**config.mk**
```make
export PLATFORM = sky130hd
export DESIGN_NAME = conv_4_feeder
export DESIGN_NICKNAME = d
export VERILOG_FILES = /design/src/rtl/conv_pkg.sv /design/src/rtl/row_packer.sv /design/src/rtl/conv_4_feeder.sv
export SDC_FILE = /design/constraint.sdc
export NUM_CORES = 1
export LEC_CHECK = 0
export ABC_CLOCK_PERIOD_IN_PS = 2850
export CAP_MARGIN = 25
export CORE_MARGIN = 2
export CORE_UTILIZATION = 31
export DETAILED_ROUTE_END_ITERATION = 10
export SLEW_MARGIN = 20
export SYNTH_ARGS = -nofsm -noshare
export SYNTH_HDL_FRONTEND = slang
export SYNTH_SLANG_ARGS = --single-unit
```
**constraint.sdc**
```tcl
create_clock -name clk -period 2.85 [get_ports clk]
set_input_delay 0.57 -clock clk [delete_from_list [all_inputs] [get_ports clk]]
set_output_delay 0.57 -clock clk [all_outputs]
set_load 0.01 [all_outputs]
```
**src/rtl/conv_pkg.sv**
```systemverilog
// Shared types and constants for the 4x4 convolution feeder.
package conv_pkg;

    typedef enum logic [2:0] {
        IDLE    = 3'd0,
        K_FETCH = 3'd1,
        I_FETCH = 3'd2,
        DRAIN   = 3'd3,
        DONE    = 3'd4
    } state_t;

    localparam int DEF_DATA_WIDTH  = 16;
    localparam int DEF_KERNEL_SIZE = 4;
    // Cycles from conv_valid_in to the conv unit's output register latch.
    localparam int CONV_RESULT_LAT = 2;

    // Counter width helper that never returns zero.
    function automatic int clog2_min1(input int v);
        return (v <= 2) ? 1 : $clog2(v);
    endfunction

endpackage

```
**src/rtl/row_packer.sv**
```systemverilog
// Collects KERNEL_SIZE serial words into a registered row with a one-cycle valid.
// A side tag travels with the last word of each row.
module row_packer
    import conv_pkg::*;
#(
    parameter int DATA_WIDTH  = DEF_DATA_WIDTH,
    parameter int KERNEL_SIZE = DEF_KERNEL_SIZE,
    parameter int TAG_W       = 1
) (
    input  logic                  clk,
    input  logic                  rst_n,
    input  logic                  i_valid,
    input  logic [DATA_WIDTH-1:0] i_data,
    input  logic [TAG_W-1:0]      i_tag,
    output logic                  o_valid,
    output logic [DATA_WIDTH-1:0] o_row [KERNEL_SIZE],
    output logic [TAG_W-1:0]      o_tag
);

    localparam int                SLOT_W    = clog2_min1(KERNEL_SIZE);
    localparam logic [SLOT_W-1:0] LAST_SLOT = SLOT_W'(KERNEL_SIZE - 1);

    logic [SLOT_W-1:0]     r_slot;
    logic [DATA_WIDTH-1:0] r_words [KERNEL_SIZE-1];
    logic [DATA_WIDTH-1:0] r_row   [KERNEL_SIZE];
    logic                  r_valid;
    logic [TAG_W-1:0]      r_tag;
    logic                  w_last;

    assign w_last = i_valid && (r_slot == LAST_SLOT);

    always_ff @(posedge clk or negedge rst_n) begin
        if (!rst_n) begin
            r_slot  <= '0;
            r_valid <= 1'b0;
            r_tag   <= '0;
        end else begin
            r_valid <= w_last;
            if (i_valid) begin
                r_slot <= w_last ? '0 : r_slot + 1'b1;
            end
            if (w_last) begin
                r_tag <= i_tag;
            end
        end
    end

    genvar gi;
    generate
        for (gi = 0; gi < KERNEL_SIZE - 1; gi++) begin : g_slot
            always_ff @(posedge clk or negedge rst_n) begin
                if (!rst_n) begin
                    r_words[gi] <= '0;
                end else if (i_valid && (r_slot == SLOT_W'(gi))) begin
                    r_words[gi] <= i_data;
                end
            end
        end

        // The final word bypasses the slot store so the row presents one cycle after it.
        for (gi = 0; gi < KERNEL_SIZE; gi++) begin : g_row
            if (gi == KERNEL_SIZE - 1) begin : g_tail
                always_ff @(posedge clk or negedge rst_n) begin
                    if (!rst_n) begin
                        r_row[gi] <= '0;
                    end else if (w_last) begin
                        r_row[gi] <= i_data;
                    end
                end
            end else begin : g_head
                always_ff @(posedge clk or negedge rst_n) begin
                    if (!rst_n) begin
                        r_row[gi] <= '0;
                    end else if (w_last) begin
                        r_row[gi] <= r_words[gi];
                    end
                end
            end
            assign o_row[gi] = r_row[gi];
        end
    endgenerate

    assign o_valid = r_valid;
    assign o_tag   = r_tag;

endmodule

```
**src/rtl/conv_4_feeder.sv**
```systemverilog
// Streams kernel rows then strip-ordered image rows into the 4x4 conv unit and
// tags each cycle where the conv output register holds a valid pixel.
module conv_4_feeder
    import conv_pkg::*;
#(
    parameter int DATA_WIDTH  = DEF_DATA_WIDTH,
    parameter int KERNEL_SIZE = DEF_KERNEL_SIZE,
    parameter int IMG_W       = 28,
    parameter int IMG_H       = 28,
    parameter int ADDR_W      = $clog2(IMG_W * IMG_H),
    parameter int K_ADDR_W    = $clog2(KERNEL_SIZE * KERNEL_SIZE),
    parameter int X_W         = $clog2(IMG_W),
    parameter int Y_W         = $clog2(IMG_H)
) (
    input  logic                  clk,
    input  logic                  rst_n,
    input  logic                  i_start,
    output logic                  o_busy,
    output logic                  o_done,
    output logic                  o_k_rd_en,
    output logic [K_ADDR_W-1:0]   o_k_addr,
    input  logic [DATA_WIDTH-1:0] i_k_rd_data,
    output logic                  o_img_rd_en,
    output logic [ADDR_W-1:0]     o_img_addr,
    input  logic [DATA_WIDTH-1:0] i_img_rd_data,
    output logic [DATA_WIDTH-1:0] o_row_out [KERNEL_SIZE],
    output logic                  o_kernel_load,
    output logic                  o_conv_valid_in,
    output logic                  o_conv_valid_out,
    output logic                  o_res_valid,
    output logic [X_W-1:0]        o_res_x,
    output logic [Y_W-1:0]        o_res_y
);

    localparam int                  J_W          = clog2_min1(KERNEL_SIZE);
    localparam int                  PIPE_D       = CONV_RESULT_LAT + 1;
    localparam logic [K_ADDR_W-1:0] K_LAST       = K_ADDR_W'(KERNEL_SIZE * KERNEL_SIZE - 1);
    localparam logic [J_W-1:0]      J_LAST       = J_W'(KERNEL_SIZE - 1);
    localparam logic [X_W-1:0]      X_LAST       = X_W'(IMG_W - KERNEL_SIZE);
    localparam logic [Y_W-1:0]      Y_LAST       = Y_W'(IMG_H - 1);
    localparam logic [Y_W-1:0]      Y_WIN_FIRST  = Y_W'(KERNEL_SIZE - 1);
    localparam logic [Y_W-1:0]      RES_Y_LAST   = Y_W'(IMG_H - KERNEL_SIZE);

    typedef struct packed {
        logic           is_img;
        logic           last_k;
        logic [X_W-1:0] x;
        logic [Y_W-1:0] y;
    } tag_t;

    localparam int TAG_W = $bits(tag_t);

    state_t              r_state;
    state_t              w_state_next;

    logic [K_ADDR_W-1:0] r_k_cnt;
    logic [J_W-1:0]      r_j;
    logic [X_W-1:0]      r_x;
    logic [Y_W-1:0]      r_y;
    logic [ADDR_W-1:0]   r_row_base;

    logic                r_rd_vld;
    tag_t                r_rd_tag;
    tag_t                w_issue_tag;
    logic [DATA_WIDTH-1:0] w_rd_word;

    logic                w_pk_valid;
    logic [TAG_W-1:0]    w_pk_tag_bits;
    tag_t                w_pk_tag;

    logic                r_kernel_load;
    logic                r_pv [PIPE_D];
    logic [X_W-1:0]      r_px [PIPE_D];
    logic [Y_W-1:0]      r_py [PIPE_D];

    logic                w_accept;
    logic                w_k_last_issue;
    logic                w_img_last_issue;
    logic                w_final_res;
    logic                w_res_in_vld;

    assign w_accept         = (r_state == IDLE) && i_start;
    assign w_k_last_issue   = o_k_rd_en && (r_k_cnt == K_LAST);
    assign w_img_last_issue = o_img_rd_en && (r_j == J_LAST) && (r_y == Y_LAST) && (r_x == X_LAST);
    assign w_final_res      = o_res_valid && (o_res_x == X_LAST) && (o_res_y == RES_Y_LAST);

    always_ff @(posedge clk or negedge rst_n) begin
        if (!rst_n) begin
            r_state <= IDLE;
        end else begin
            r_state <= w_state_next;
        end
    end

    always_comb begin
        w_state_next = r_state;
        case (r_state)
            IDLE:    if (i_start)          w_state_next = K_FETCH;
            K_FETCH: if (w_k_last_issue)   w_state_next = I_FETCH;
            I_FETCH: if (w_img_last_issue) w_state_next = DRAIN;
            DRAIN:   if (w_final_res)      w_state_next = DONE;
            DONE:                          w_state_next = IDLE;
            default:                       w_state_next = IDLE;
        endcase
    end

    always_comb begin
        o_busy      = (r_state != IDLE);
        o_done      = (r_state == DONE);
        o_k_rd_en   = (r_state == K_FETCH);
        o_img_rd_en = (r_state == I_FETCH);
    end

    // Strip-major walk: j fastest, then y down the strip, then x to the next strip.
    always_ff @(posedge clk or negedge rst_n) begin
        if (!rst_n) begin
            r_k_cnt    <= '0;
            r_j        <= '0;
            r_x        <= '0;
            r_y        <= '0;
            r_row_base <= '0;
        end else if (r_state == IDLE) begin
            r_k_cnt    <= '0;
            r_j        <= '0;
            r_x        <= '0;
            r_y        <= '0;
            r_row_base <= '0;
        end else begin
            if (o_k_rd_en) begin
                r_k_cnt <= r_k_cnt + 1'b1;
            end
            if (o_img_rd_en) begin
                if (r_j == J_LAST) begin
                    r_j <= '0;
                    if (r_y == Y_LAST) begin
                        r_y        <= '0;
                        r_x        <= r_x + 1'b1;
                        r_row_base <= ADDR_W'(r_x) + 1'b1;
                    end else begin
                        r_y        <= r_y + 1'b1;
                        r_row_base <= r_row_base + ADDR_W'(IMG_W);
                    end
                end else begin
                    r_j <= r_j + 1'b1;
                end
            end
        end
    end

    assign o_k_addr   = r_k_cnt;
    assign o_img_addr = r_row_base + ADDR_W'(r_j);

    always_comb begin
        w_issue_tag.is_img = o_img_rd_en;
        w_issue_tag.last_k = w_k_last_issue;
        w_issue_tag.x      = r_x;
        w_issue_tag.y      = r_y;
    end

    // Memory data returns one cycle after issue; the tag is delayed to match.
    always_ff @(posedge clk or negedge rst_n) begin
        if (!rst_n) begin
            r_rd_vld <= 1'b0;
            r_rd_tag <= '0;
        end else begin
            r_rd_vld <= o_k_rd_en || o_img_rd_en;
            r_rd_tag <= w_issue_tag;
        end
    end

    assign w_rd_word = r_rd_tag.is_img ? i_img_rd_data : i_k_rd_data;

    row_packer #(
        .DATA_WIDTH  (DATA_WIDTH),
        .KERNEL_SIZE (KERNEL_SIZE),
        .TAG_W       (TAG_W)
    ) u_packer (
        .clk     (clk),
        .rst_n   (rst_n),
        .i_valid (r_rd_vld),
        .i_data  (w_rd_word),
        .i_tag   (r_rd_tag),
        .o_valid (w_pk_valid),
        .o_row   (o_row_out),
        .o_tag   (w_pk_tag_bits)
    );

    assign w_pk_tag        = tag_t'(w_pk_tag_bits);
    assign o_conv_valid_in = w_pk_valid;

    // Held until the final kernel row has been presented to the conv unit.
    always_ff @(posedge clk or negedge rst_n) begin
        if (!rst_n) begin
            r_kernel_load <= 1'b0;
        end else if (w_accept) begin
            r_kernel_load <= 1'b1;
        end else if (w_pk_valid && w_pk_tag.last_k) begin
            r_kernel_load <= 1'b0;
        end
    end

    assign o_kernel_load = r_kernel_load;

    // The first KERNEL_SIZE-1 rows of each strip only prime the window.
    assign w_res_in_vld = w_pk_valid && w_pk_tag.is_img && (w_pk_tag.y >= Y_WIN_FIRST);

    genvar gi;
    generate
        for (gi = 0; gi < PIPE_D; gi++) begin : g_pipe
            always_ff @(posedge clk or negedge rst_n) begin
                if (!rst_n) begin
                    r_pv[gi] <= 1'b0;
                    r_px[gi] <= '0;
                    r_py[gi] <= '0;
                end else if (gi == 0) begin
                    r_pv[gi] <= w_res_in_vld;
                    r_px[gi] <= w_pk_tag.x;
                    r_py[gi] <= w_pk_tag.y - Y_WIN_FIRST;
                end else begin
                    r_pv[gi] <= r_pv[(gi == 0) ? 0 : gi - 1];
                    r_px[gi] <= r_px[(gi == 0) ? 0 : gi - 1];
                    r_py[gi] <= r_py[(gi == 0) ? 0 : gi - 1];
                end
            end
        end
    endgenerate

    assign o_conv_valid_out = r_pv[CONV_RESULT_LAT-1];
    assign o_res_valid      = r_pv[CONV_RESULT_LAT];
    assign o_res_x          = r_px[CONV_RESULT_LAT];
    assign o_res_y          = r_py[CONV_RESULT_LAT];

endmodule

```
* Word level (Yosys, flattened, before mapping)
Cells that the tools add are included.
** Operators by class
- $add $sub $neg :: 9
- Order comparisons :: 1
- Equal/unequal tests :: 17
- Mux-type cells :: 26
- Reductions and logical operators :: 26
** Operators with widths (number)
- $mux W10 :: 4
- $mux W5 :: 8
- $eq A5 B5 Y1 const B :: 4
- $mux W16 :: 1
- $logic_and A1 B1 Y1 :: 14
- $mux W3 :: 4
- $pmux W3 S4 :: 1
- $add A10 B2 Y10 :: 1
- $add A10 B5 Y10 const B :: 1
- $add A5 B1 Y5 const B :: 2
- $reduce_bool A2 Y1 :: 5
- $mux W2 :: 4
- $mux W4 :: 2
- $add A5 B1 Y6 const B :: 1
- $eq A2 B2 Y1 const B :: 3
- $eq A3 B2 Y1 const B :: 2
- $ge A5 B2 Y1 const B :: 1
- $sub A5 B2 Y5 const B :: 1
- $add A2 B1 Y2 const B :: 2
- $add A4 B1 Y4 const B :: 1
- $eq A4 B4 Y1 const B :: 1
- $ne A2 B1 Y1 const B :: 2
- $ne A2 B2 Y1 const B :: 2
- $reduce_and A4 Y1 :: 1
- 10 further kinds :: 11
** Storage, ports and cells
- Flip-flop bits (word level) :: 203
- Input bits :: 35
- Output and inout port bits :: 96
- Logic and storage cells :: 110

* Logic depth before layout (Yosys ltp)
Gate-level depths: netlist (run 1).
- Depth after elaboration :: 6
- Depth in mapped cells :: 7
- Depth with buffers taken out :: 6

* Modules after synthesis
A second synthesis (run 1) with hierarchy kept.
** Unflattened totals
- Cell total of the unflattened synthesis :: 564
- Area total of the unflattened synthesis :: 8074.0 um^2
** Modules (own cells, without submodules)
- row_packer :: times used 1, cells each 277, area each 4769.6 um^2, seq. area each 3178.0 um^2
- conv_4_feeder :: times used 1, cells each 287, area each 3304.4 um^2, seq. area each 1901.8 um^2

* Worst setup path after synthesis (run 1)
Ideal clock, no wire load.
- Kind :: register to output
- Start point :: reg r_j[0]
- End point :: out o_img_addr[8]
- Arrival :: 1491 ps
- Data required time :: 2280 ps
- Setup slack :: 789 ps
- Stages on the path, launching flop included :: 7
- Path buffers :: 0
- Path through :: dfrtp_1 -> ha_1 -> inv_1 -> fa_1 -> nand4b_1 -> nor2_1 -> xnor2_1
** Between the ends
- Word-level cells in the longest chain between the ends :: 1
** RTL lines
- start: declaration :: RTL line conv_4_feeder.sv:57 : logic [J_W-1:0] r_j;
- start signal: assignment :: RTL line conv_4_feeder.sv:144 : r_j <= r_j + 1'b1;
- $add A10 B2 Y10 :: RTL line conv_4_feeder.sv:151 : assign o_img_addr = r_row_base + ADDR_W'(r_j);
- end: declaration :: RTL line conv_4_feeder.sv:24 : output logic [ADDR_W-1:0] o_img_addr,
No other way between the ends.

* Final worst setup path (run 1)
- Start point :: reg r_state[1]
- End point :: out o_k_rd_en
** Between the ends
- Word-level cells in the longest chain between the ends :: 1
** RTL lines
- start: declaration :: RTL line conv_4_feeder.sv:53 : state_t r_state;
- start signal: assignment :: RTL line conv_4_feeder.sv:91 : r_state <= w_state_next;
- $eq A3 B1 Y1 :: RTL line conv_4_feeder.sv:110 : o_k_rd_en = (r_state == K_FETCH);
- end: declaration :: RTL line conv_4_feeder.sv:20 : output logic o_k_rd_en,
No other way between the ends.

==> results of run 1 <==
-- report_power, final --
group	total, mW	internal (mW)	switching, mW	leakage (nW)
clock	2.97	1.82	1.15	0.376
combinational	3.30	1.76	1.55	1.65
sequential	4.23	3.75	0.482	2.43
-- critical path: stages (launching register included) --
cell and delay, ns:
dfrtp_1 0.49, or3b_2 0.55, inv_1 0.10, clkdlybuf4s50_1 0.55
-- per-layer routing --
layer	global-route usage [%]	wire length, µm	up-vias
met2	21.3	8090	109
met5	0	13	-
met1	17.4	7800	2462
met4	3.70	346	2
li1	-	-	2422
met3	2.62	851	29
-- cell type report --
class	instances	area, µm²
Fill cell	2424	14700
Timing Repair Buffer	147	1470
Multi-Input combinational cell	372	2520
Tap cell	330	413
Inverter	17	63.8
Clock inverter	12	154
Clock buffer	29	618
Sequential cell	203	5080
-- cells by family (layout without fill, tap and decap cells) --
| logic type | count (synthesis) | in the layout | share of synthesized area [%] |
|---|---|---|---|
| and+or+nand+nor | 154 | 154 | 9.10 |
| buffers and inverters | 58 | 205 | 3.48 |
| DFF | 203 | 203 | 64.6 |
| muxes | 77 | 77 | 10.8 |
| xor gates and xnor gates | 17 | 17 | 1.89 |
| AOI/OAI and AO/OA | 109 | 109 | 7.70 |
| adders and majority gates | 15 | 15 | 2.48 |
-- sequential cells by signal, summed over array words and instances (netlist names), 3 cells and up --
name and count:
u_packer.o_row 64, u_packer.r_words 48, r_py 10, u_packer.o_tag 12, r_y 5, r_px 10
r_x 5, o_res_x 5, r_rd_tag 12, r_state 3, r_row_base 10, o_k_addr 4
o_res_y 5
-- repair_timing --
action	in CTS	in global routing
endpoints found under the setup margin	8	5
buffers inserted	2	0
pin swaps	1	2
resized for setup	6	7
-- synthesized netlist by cell type, types with 2 or more instances --
master / instances
and4b_1: 2
nand3_1: 10
nand4_1: 4
and3_1: 2
or2_2: 2
dfrtp_1: 203
nand4b_1: 4
buf_2: 9
nor2_1: 66
nand2b_1: 3
a41oi_1: 2
nand2_1: 40
xor2_1: 7
buf_4: 10
or3_1: 2
inv_1: 16
a22o_1: 7
o21ai_0: 34
a21o_1: 3
xnor2_1: 10
a21oi_1: 57
ha_1: 14
mux2_2: 61
or4_1: 2
mux2i_1: 16
o211ai_1: 3
nor3_1: 8
clkbuf_1: 21
and2_1: 3
-- worst paths after layout --
kind | from | slack, ns | to
setup reg to reg | r_j[0] | 0.69 | r_row_base[1]
hold reg to reg | r_py[8] | 0.35 | o_res_y[3]
max in group asynchronous | rst_n | 2.01 | u_packer.r_words[47]
min in group clk | r_py[8] | 0.35 | o_res_y[3]
setup / recovery | r_state[1] | 0.08 | o_k_rd_en
hold / removal | rst_n | 0.14 | u_packer.o_row[44]
==> reports/metrics.cfg, run 1 <==
[outcome]
status = completed

[yosys]
synthTopCellsByArea = dfrtp_1 (65%), mux2_2 (8.7%), a21oi_1 (3.6%), nor2_1 (3.1%), ha_1 (2.2%)
yosysSeqAreaShare_pct = 64.6
async_flop_share_pct = 100
synth_nets = 683
syn_inst = 633
synth_edf_count = 0
ys_warn_count = 0
avgSynthCellArea_um2 = 12.4
netlist_area_um2 = 7870
synth.ff_latch_count = 203
ys_types = 41
netlist.area_leader.share_pct = 64.6
synth-main-ff-cell = dfrtp_1
yosysTopAreaCell = dfrtp_1

[clock_tree]
clkTransAtPathRegs_ns = 0.06
hold_buffers = 0
numClockSinks = 203
clockBufferDepth = 3
cts-root-buf = clkbuf_16
cts_buffers = 23
clk_latency_ns = 0.51
cts_max_level = 1
cts_tree = yes

[die]
design.die.area_um2 = 26700
boundaryPins = 131
die_w_um = 163
fp.dieH_um = 163
initial_core_util_pct = 31.4
row_count = 58
core_area_um2 = 25000

[sta]
rsz0062_at_grt = false
hold_viol_final = 0
tightest_slew_ns = 0.774
slew_viol_final = 0
setup_ws_ns = 0.0780
final.setup_skew_ns = 0.0204
hold_slack_ns = 0.141
slew_headroom_pct = 48.4
period_share_pct = 97.3
max_freq_ghz = 0.361
fin_tns_setup_ns = 0
min_period_ns = 2.77
setup-violations-final = 0

[layout]
layout_commonest_cell = dfrtp_1
postLayoutCoreUtil_pct = 41.2
final_cells = 1110
stdcell_area_um2 = 10300
fin_nets = 814
drive_gt1_share_pct = 16.0
most-common-layout-cells = dfrtp_1 (202), clkdlybuf4s50_1 (122), nor2_1 (66), mux2_2 (61), a21oi_1 (57)
num_antenna_cells = 0
area_growth_pct = 31.2

[worst_setup_path]
arrival_ns = 2.20
cp-start-kind = flip-flop
rr_worst_depth = 6
cp_max_fo = 10
critical_path_class = reg2out
cp.required_ns = 2.28
endpoint_kind = primary output

[global_routing]
grt_remaining_overflow = 0
grt_pass1_vias = 5073
grt_usage_pct = 13.0
grt_pass1_wl_mm = 27.4
grt_max_degree = 93
antenna_found_initial = 1

[placement]
place_congestion = 0.771
dpl.hpwl_mm = 11.8
placed_area_um2 = 9540
dpl_worst_slack_ns = 0.147
placed_cells = 1067
io_buffer_count = 130

[power_and_ir_drop]
p_leak_nw = 4.46
p_per_area_nw_per_um2 = 1020
p_total_mw = 10.5
vdd_drop_max_uv = 457

[routing]
drc = 0
final_antenna_net_count = 0
viasPerCell = 4.53
drt_wl_total_mm = 17.1
routed-via-count = 5024
firstDrtPassIters = 4
drt-initial-drc-count = 252
routedWlPerCell_um = 15.4

[run]
max-cap-violations = 0

[hold_path]
hp-class = in2async

(Power assumes the default switching activity.)
==> run 2, diff against run 1 <==
--- a/config.mk
+++ b/config.mk
@@ -5,10 +5,11 @@
 export SDC_FILE = /design/constraint.sdc
 export NUM_CORES = 1
 export LEC_CHECK = 0
-export ABC_CLOCK_PERIOD_IN_PS = 2850
+export ABC_AREA = 1
 export CAP_MARGIN = 25
 export CORE_MARGIN = 2
 export CORE_UTILIZATION = 31
+export CTS_CLUSTER_SIZE = 20
 export DETAILED_ROUTE_END_ITERATION = 10
 export SLEW_MARGIN = 20
 export SYNTH_ARGS = -nofsm -noshare
==> run 2 against run 1 <==
Effect of this change:
- maximum frequency about the same
- non-clock buffer count decreased by 6
- utilization decreased by 0.21 points
- sequential cell count unchanged
- clock power decreased by 6%
- global-route usage increased by 1.1 points
- critical endpoint is now o_img_addr[6]
- largest cell class unchanged
- largest power group unchanged
- highest routed layer is now met4
==> reports/metrics.cfg, run 2 <==
[worst_setup_path]
cp_max_fo = 2  ; -8
crit_path_frequent_cell = buf_4
rr_worst_depth = 6  ; unchanged
critical_path_class = reg2out
crit_path_top_delay_cell = dfrtp_1
worstPathCellList = ha_2 -> inv_1 -> fa_2 -> inv_2 -> nand2_2 -> nor3_4 -> buf_4 -> buf_4 -> xor2_1 -> buf_2
cp.required_ns = 2.28  ; about the same
cp-start-kind = flip-flop
reg2reg_slack_ns = 0.78  ; +0.09 ns
crit_family = adder cells
cp_num_buf_inv = 5  ; +3
arrival_ns = 2.20  ; about the same
rr_startpoint = r_rd_tag[11]
critPathMaxStageDelay_ns = 0.35  ; -0.20 ns
crit-reg2reg-capture = u_packer.r_words[20]
endpoint_kind = primary output

[die]
design.die.area_um2 = 27200  ; +2.1%
initial_core_util_pct = 31.7  ; +0.30 points
die_w_um = 165  ; +1.0%
row_count = 58  ; unchanged
boundaryPins = 131  ; unchanged
core_area_um2 = 25300  ; +1.2%
fp.dieH_um = 165  ; +1.0%

[power_and_ir_drop]
p_leak_nw = 4.98  ; +12%
p_total_mw = 6.13  ; -42%
vdd_drop_max_uv = 256  ; -44%
p_per_area_nw_per_um2 = 590  ; -42%

[sta]
setup_ws_ns = 0.0764  ; -0.00161 ns
max_freq_ghz = 0.361  ; about the same
setup-violations-final = 0  ; unchanged
fin_tns_setup_ns = 0  ; unchanged
hold_viol_final = 0  ; unchanged
tightest_slew_ns = 0.936  ; +0.162 ns
slew_viol_final = 0  ; unchanged
hold_slack_ns = 0.342  ; +0.201 ns
final.setup_skew_ns = 0.0160  ; -0.00446 ns
period_share_pct = 97.3  ; about the same
min_period_ns = 2.77  ; +0.00161 ns
rsz0062_at_grt = true
slew_headroom_pct = 37.6  ; -11 points

[layout]
largest_reg_flops = 64  ; unchanged
fin_nets = 1001  ; +23%
area_growth_pct = 29.3
num_antenna_cells = 0  ; unchanged
layout_commonest_cell = nand2_1
drive_gt1_share_pct = 6.93  ; -9.1 points
most-common-layout-cells = nand2_1 (226), dfrtp_1 (203), clkdlybuf4s50_1 (122), o21ai_0 (113), inv_1 (89)

[placement]
io_buffer_count = 130  ; unchanged
place_congestion = 0.793  ; +2.9%
dpl_worst_slack_ns = 0.0750  ; -0.0719 ns
dpl.hpwl_mm = 13.2  ; +12%

[yosys]
ys_warn_count = 0  ; unchanged
netlist_top_cells_count = nand2_1 (227), dfrtp_1 (203), o21ai_0 (113)
netlist_area_um2 = 8030  ; +2.1%
synth.ff_latch_count = 203  ; unchanged
syn_inst = 824  ; +30%
synth_nets = 874  ; +28%
yosysMostFrequentCell = nand2_1
netlist.area_leader.share_pct = 63.2  ; -1.3 points
yosysSeqAreaShare_pct = 63.2  ; -1.3 points
synth-main-ff-cell = dfrtp_1
avgSynthCellArea_um2 = 9.75  ; -22%
synthTopCellsByArea = dfrtp_1 (63%), nand2_1 (11%), o21ai_0 (7.0%), inv_1 (4.2%), ha_1 (2.2%)
ys_types = 32  ; -22%
yosysTopAreaCell = dfrtp_1
async_flop_share_pct = 100  ; unchanged
synth_edf_count = 0  ; unchanged

[routing]
drt_wl_total_mm = 18.9  ; +11%
routedWlPerCell_um = 14.6  ; -5.3%
final_antenna_net_count = 0  ; unchanged
drc = 0  ; unchanged
viasPerCell = 4.43  ; -2.2%
drt-initial-drc-count = 318  ; +26%
routed-via-count = 5743  ; +14%
firstDrtPassIters = 4  ; unchanged

[hold_path]
min_delay_path_depth = 0
min_to = o_res_x[4]
hp-start = r_px[9]
hp-class = reg2reg

[clock_tree]
clkTransAtPathRegs_ns = 0.06  ; about the same
numClockSinks = 203  ; unchanged
cts_buffers = 23  ; unchanged
cts_max_level = 1  ; unchanged
cts_tree = yes
clk_latency_ns = 0.50  ; about the same
clockBufferDepth = 3  ; unchanged
cts-root-buf = clkbuf_16

[global_routing]
grt_pass1_wl_mm = 29.7  ; +8.2%
grt_remaining_overflow = 0  ; unchanged
grt_pass1_vias = 5562  ; +9.6%
antenna_found_initial = 1  ; unchanged
grt_max_degree = 66  ; -29%
grt_usage_pct = 14.0  ; +1.1 points

[run]
max-cap-violations = 0  ; unchanged

[outcome]
status = completed

-- run 2: cell types whose count changed after synthesis, sizes merged, moves of 12 or more --
cell	previous run	this run
nor2	66	37
mux2i	16	0
inv	16	94
nand2	40	230
o21ai	34	116
nand3	10	22
a21oi	57	11
mux2	61	0
a31oi	0	16
-- run 2: area by class of cell --
class | count | area (µm²)
clock inverters | 6 | 37.5
inverters | 95 | 357
fillers | 2434 | 14900
flip-flops and latches | 203 | 5080
multi-input cells | 487 | 2410
clock buffers | 35 | 681
well taps | 330 | 413
repair buffers | 141 | 1400
-- run 2: routing by layer --
layer	up-vias	routed length, µm	GRT usage [%]
met5	-	0	0
li1	2868	-	-
met1	2711	8870	19.5
met3	36	1250	3.24
met2	128	8280	21.5
met4	0	531	4.90
-- run 2: worst max path at each step --
stage | endpoint | from | depth (start not counted)
floorplan | o_img_addr[8] | r_j[0] | 8
global placement | o_img_addr[6] | r_j[0] | 9
detailed placement | o_img_addr[6] | r_j[0] | 9
CTS | o_img_addr[6] | r_row_base[0] | 10
global route | o_img_addr[6] | r_j[0] | 10
finish | o_img_addr[6] | r_j[0] | 10
-- run 2: report_power, final --
| part | switching, mW | internal [mW] | leakage [nW] |
|---|---|---|---|
| Clock | 1.14 | 1.65 | 0.358 |
| Sequential | 0.0350 | 2.96 | 2.45 |
| Combinational | 0.181 | 0.165 | 2.17 |
| Total | 1.35 | 4.77 | 4.98 |
-- run 2: timing repair --
item	4_1_cts	5_1_grt
buffers inserted	1	0
endpoints found under the setup margin	7	3
resized for setup	18	2
hold buffers	1	0
pin swaps	4	3
hold endpoints to repair	33	0
cloned	0	0
-- run 2: stage by stage --
stage          utilization (%)  instance area [µm²]  cells
6_report                  41.0                10400   1297
5_1_grt                   41.0                10400   1297
4_1_cts                   41.0                10400   1297
3_5_place_dp              38.1                 9640   1254
3_3_place_gp              38.1                 9640   1254
2_1_floorplan                -                 8030    824
-- run 2: kinds of logic (layout without fill, tap and decap cells) --
| logic type | count (synthesis) | count (layout) | synth area share (%) |
|---|---|---|---|
| simple gates | 301 | 301 | 15.0 |
| fa+ha+maj | 15 | 15 | 2.43 |
| flops | 203 | 203 | 63.2 |
| buf+inv | 134 | 277 | 7.04 |
| xor+xnor | 19 | 19 | 2.07 |
| compound gates | 152 | 152 | 10.2 |
